### src/rtl/video_timing.sv
`default_nettype none
// ============================================================================
// Module   : video_timing
// Brief    : Pentagon raster timing and video fetch sequencer, 7 MHz pixel
//            clock, 448 clocks x 320 lines, 256x192 paper area.
// Revision : 1.0 - initial release
// ============================================================================
module video_timing #(
    parameter int INT_V        = 239,
    parameter int INT_H        = 320,
    parameter int INT_LEN      = 32,
    parameter int FLASH_FRAMES = 16
) (
    input  logic        CLK,
    input  logic        RSTn,
    input  logic        PAGE,
    output logic [13:0] VA,
    output logic        VBUS,
    output logic        PIX_STB,
    output logic        ATR_STB,
    output logic        LOAD,
    output logic        PAPER,
    output logic        BL,
    output logic        SYNC,
    output logic        INTn,
    output logic        FLASHER,
    output logic [8:0]  HC,
    output logic [8:0]  VC
);

    localparam logic [8:0] c_h_last      = 9'd447;
    localparam logic [8:0] c_v_last      = 9'd319;
    localparam logic [8:0] c_int_v       = 9'(INT_V);
    localparam logic [9:0] c_int_h_start = 10'(INT_H);
    localparam logic [9:0] c_int_h_end   = 10'(INT_H + INT_LEN);
    localparam logic [3:0] c_flash_last  = 4'(FLASH_FRAMES - 1);

    logic [8:0]  r_hc;
    logic [8:0]  r_vc;
    logic [3:0]  r_frm;
    logic        r_flasher;
    logic [13:0] r_va;
    logic        r_vbus;
    logic        r_pix_stb;
    logic        r_atr_stb;
    logic        r_load;
    logic        r_paper;
    logic        r_bl;
    logic        r_sync;
    logic        r_intn;

    logic        w_h_wrap;
    logic        w_v_wrap;
    logic        w_paper_line;
    logic        w_fetch;
    logic [2:0]  w_phase;
    logic [4:0]  w_cell;
    logic [13:0] w_pix_addr;
    logic [13:0] w_atr_addr;
    logic        w_hblank;
    logic        w_vblank;
    logic        w_hsync;
    logic        w_vsync;
    logic        w_int;
    logic        w_paper;

    always_comb begin
        w_h_wrap     = (r_hc == c_h_last);
        w_v_wrap     = (r_vc == c_v_last);
        w_phase      = r_hc[2:0];
        w_cell       = r_hc[7:3];
        w_paper_line = (r_vc < 9'd192);
        // HC < 256 is simply HC[8] clear
        w_fetch      = w_paper_line && !r_hc[8];
        w_pix_addr   = {PAGE, r_vc[7:6], r_vc[2:0], r_vc[5:3], w_cell};
        w_atr_addr   = {PAGE, 3'b110, r_vc[7:3], w_cell};
        w_paper      = w_paper_line && (r_hc >= 9'd8) && (r_hc <= 9'd263);
        w_hblank     = (r_hc >= 9'd328) && (r_hc <= 9'd391);
        w_vblank     = (r_vc >= 9'd240) && (r_vc <= 9'd255);
        w_hsync      = (r_hc >= 9'd336) && (r_hc <= 9'd367);
        w_vsync      = (r_vc >= 9'd240) && (r_vc <= 9'd243);
        w_int        = (r_vc == c_int_v)
                     && ({1'b0, r_hc} >= c_int_h_start)
                     && ({1'b0, r_hc} <  c_int_h_end);
    end

    // Raster counters; frame counter and flash phase advance on the double wrap
    always_ff @(posedge CLK) begin
        if (!RSTn) begin
            r_hc      <= 9'd0;
            r_vc      <= 9'd0;
            r_frm     <= 4'd0;
            r_flasher <= 1'b0;
        end else if (w_h_wrap) begin
            r_hc <= 9'd0;
            if (w_v_wrap) begin
                r_vc <= 9'd0;
                if (r_frm == c_flash_last) begin
                    r_frm     <= 4'd0;
                    r_flasher <= ~r_flasher;
                end else begin
                    r_frm <= r_frm + 4'd1;
                end
            end else begin
                r_vc <= r_vc + 9'd1;
            end
        end else begin
            r_hc <= r_hc + 9'd1;
        end
    end

    // Registered decode of the current (HC,VC); VA holds outside fetch slots
    always_ff @(posedge CLK) begin
        if (!RSTn) begin
            r_va      <= 14'd0;
            r_vbus    <= 1'b0;
            r_pix_stb <= 1'b0;
            r_atr_stb <= 1'b0;
            r_load    <= 1'b0;
            r_paper   <= 1'b0;
            r_bl      <= 1'b1;
            r_sync    <= 1'b1;
            r_intn    <= 1'b1;
        end else begin
            if (w_fetch) begin
                if (w_phase <= 3'd2) begin
                    r_va <= w_pix_addr;
                end else if (w_phase <= 3'd5) begin
                    r_va <= w_atr_addr;
                end
            end
            r_vbus    <= w_fetch && (w_phase <= 3'd5);
            r_pix_stb <= w_fetch && (w_phase == 3'd2);
            r_atr_stb <= w_fetch && (w_phase == 3'd5);
            r_load    <= w_fetch && (w_phase == 3'd7);
            r_paper   <= w_paper;
            r_bl      <= w_hblank || w_vblank;
            r_sync    <= ~(w_hsync || w_vsync);
            r_intn    <= ~w_int;
        end
    end

    assign VA      = r_va;
    assign VBUS    = r_vbus;
    assign PIX_STB = r_pix_stb;
    assign ATR_STB = r_atr_stb;
    assign LOAD    = r_load;
    assign PAPER   = r_paper;
    assign BL      = r_bl;
    assign SYNC    = r_sync;
    assign INTn    = r_intn;
    assign FLASHER = r_flasher;
    assign HC      = r_hc;
    assign VC      = r_vc;

endmodule
`default_nettype wire

### config.mk
export PLATFORM = sky130hd
export DESIGN_NAME = video_timing
export DESIGN_NICKNAME = d
export VERILOG_FILES = /design/src/rtl/video_timing.sv
export SDC_FILE = /design/constraint.sdc
export NUM_CORES = 1
export LEC_CHECK = 0
export ABC_AREA = 1
export CAP_MARGIN = 20
export CORE_MARGIN = 2
export CORE_UTILIZATION = 40
export CTS_CLUSTER_DIAMETER = 100
export DETAILED_ROUTE_END_ITERATION = 10
export GPL_TIMING_DRIVEN = 0
export PLACE_DENSITY_LB_ADDON = 0.3
export SLEW_MARGIN = 0
export SYNTH_ARGS = -nofsm -noshare
export SYNTH_HDL_FRONTEND = slang
export SYNTH_SLANG_ARGS = --single-unit
### constraint.sdc
create_clock -name CLK -period 2.1 [get_ports CLK]
set_input_delay 0.315 -clock CLK [delete_from_list [all_inputs] [get_ports CLK]]
set_output_delay 0.315 -clock CLK [all_outputs]
set_load 0.05 [all_outputs]
==> reports/metrics.cfg <==
[drt]
postRouteAntennaNets = 0
vias = 2005
via_per_inst = 4.95
drtIter0Drc = 88
drc = 0
wl_mm = 5.07
wl_per_cell_um = 12.5
dr.pass1.iters = 4

[worst_setup_path]
cp.depth = 1
cp_max_fo = 9
critPathRequiredTime_ns = 1.78
crit_chain = clkdlybuf4s50_1
cp-start-kind = flip-flop
cp.arrival_ns = 1.69
slowest_delay_ns = 0.88
crit_path_end_kind = primary output
ff2ff_path_depth = 8
crit_type = reg -> out
path_buf_inv = 1
critPathTopFamily = buffers and inverters
cpMaxStageDelayCell = clkdlybuf4s50_1

[clock_tree]
cts_num_sinks = 45
clk_pin_slew_ns = 0.09
cts_hold_buf = 0
cts_made_buffers = 5
cts_tree = yes
clk-insertion-delay-late_ns = 0.30
cts-root-buf = clkbuf_8
cts_resized = 0
htreeDepth = 2
cts_setup_buffers = 0
cts_buffer_depth = 2

[power]
powerDensity_nw_per_um2 = 656
cellLeakagePower_uw = 0.00108
p_int_uw = 1390
p_clk_share_pct = 42.7
comb_power_share_pct = 8.4
switching_share_pct = 23.0
total_switching_power_uw = 415
max-vdd-ir-drop_mv = 0.443
pwr-share-seq_pct = 48.8

[worst_hold_path]
whs_path_depth = 2
hold_path.class = reg -> reg

[final_layout]
synthToLayoutAreaGrowth_pct = 31.1
design_area_um2 = 2750
layout_common_cells = nand2_1, dfxtp_1, nor2_1, clkdlybuf4s50_1, inv_1
final_common_cell = nand2_1
drive_gt1_share_pct = 8.66
layout.nets = 344
antenna_cells = 0
stdcell_count = 405
utilization_pct = 54.1

[placement]
dp.cells = 397
gp_congestion = 0.865
hpwl_mm = 3.73
portBuffers = 43
post_dp_cell_area_um2 = 2610

[sta]
rsz0062_at_grt = no
slew_viol_final = 0
skew_ns = 0.00853
fin_crit_sh_pct = 95.7
period_minus_slack_ns = 2.01
final.setup.tns_ns = 0
finalHoldViolations = 0
max_freq_mhz = 498
tightest_slew_ns = 0.505
setup_violations = 0
relSlewSlack_pct = 66.2

[logic_synthesis]
ys.flop_type = dfxtp_1
ys_ff_latch = 45
ys_types = 30
syn_inst = 284
syn_nets = 294
async_flop_share_pct = 0
ys_seq_area_share_pct = 43.0
avgSynthCellArea_um2 = 7.38
synth_edf_count = 0
syn_area_um2 = 2100
yosysWarnings = 0

[floorplan]
die_area_um2 = 5830
die_x_um = 76.4
num_rows = 26
start_util_pct = 41.3
floorplan.die.height_um = 76.4
io-pin-count = 44
core_area_um2 = 5070

[grt]
grt_pass1_vias = 1883
grt_use_total_pct = 18.2
met2_usage_pct = 29.7
use_met1_pct = 23.2
grtUsageMet3_pct = 3.67
grt_pass1_wl_mm = 8.56
grt_overflow = 0
grt_busiest_layer = met2
antenna_found_initial = 0
grt_start_max_net_pins = 15

[status]
status = complete, no violations

[job]
drv_cap = 0

synth_stat cells (3+ instances only):
master    count  area (um2)
a21oi_1      17        85.1
nand2_1      49         184
o21ai_0      25         125
xor2_1        3        26.3
ha_1          7        87.6
clkbuf_1      3        11.3
nand4_1      10        62.6
inv_1        31         116
nor2_1       44         165
nor2_2        3        18.8
inv_2         3        11.3
dfxtp_1      45         901
nor4_1        4        25.0
nor2_4        4        45.0
nor3_1        4        20.0
nand3_1      13        65.1
cell type report:
class,instances,area [um2]
Clock buffer,5,68.8
Clock inverter,3,65.1
Inverter,34,128
Timing Repair Buffer,43,430
Tap cell,70,87.6
Sequential cell,45,901
Buffer,7,46.3
Multi-Input combinational cell,198,1020
Fill cell,522,2330
path summary, 6_finish.rpt:
path                            startpoint      to  slack [ns]
worst min-delay path                VA[12]  VA[12]        0.47
worst min register to register      VA[12]  VA[12]        0.47
worst max-delay path                 HC[2]   HC[2]        0.09
worst max register to register       HC[0]   VC[5]        0.29
through the flow:
stage                     power [uW]  hold slack [ns]  worst slack [ns]
after floorplan                 1000            0.450             0.176
after global placement          1050            0.458             0.345
after detailed placement        1050            0.462             0.313
after CTS                       1820            0.475            0.0765
after global routing            1860            0.504            0.0229
final                           1800            0.472            0.0910
power by group through the flow:
| stage | registers [uW] | clock network (uW) | logic (uW) |
|---|---|---|---|
| floorplan | 952 | 0 | 49.4 |
| global placement | 900 | 0 | 151 |
| detailed placement | 900 | 0 | 152 |
| CTS | 880 | 785 | 153 |
| global route | 882 | 817 | 165 |
| finish | 880 | 770 | 152 |
sequential cells by signal, indices dropped and copies added, names as in the netlist:
name,cells
LOAD,1
r_frm,4
HC,9
ATR_STB,1
VC,9
FLASHER,1
BL,1
INTn,1
PAPER,1
PIX_STB,1
VBUS,1
VA,14
SYNC,1
cell families (layout without fill, tap and decap cells):
group,count (synthesis),after routing,share of synthesized area (%)
flops,45,45,43.0
buf+inv,41,92,8.30
xor+xnor,3,3,1.25
fa+ha+maj,7,7,4.18
simple gates,139,139,30.6
compound gates,49,49,12.7
per-layer routing:
metal	vias up	share of wire, %
li1	1027	-
met1	923	47
met2	44	47
met3	11	4.1
met4	0	1.7
met5	-	0
No activity file was read; power rests on OpenSTA's default activity.
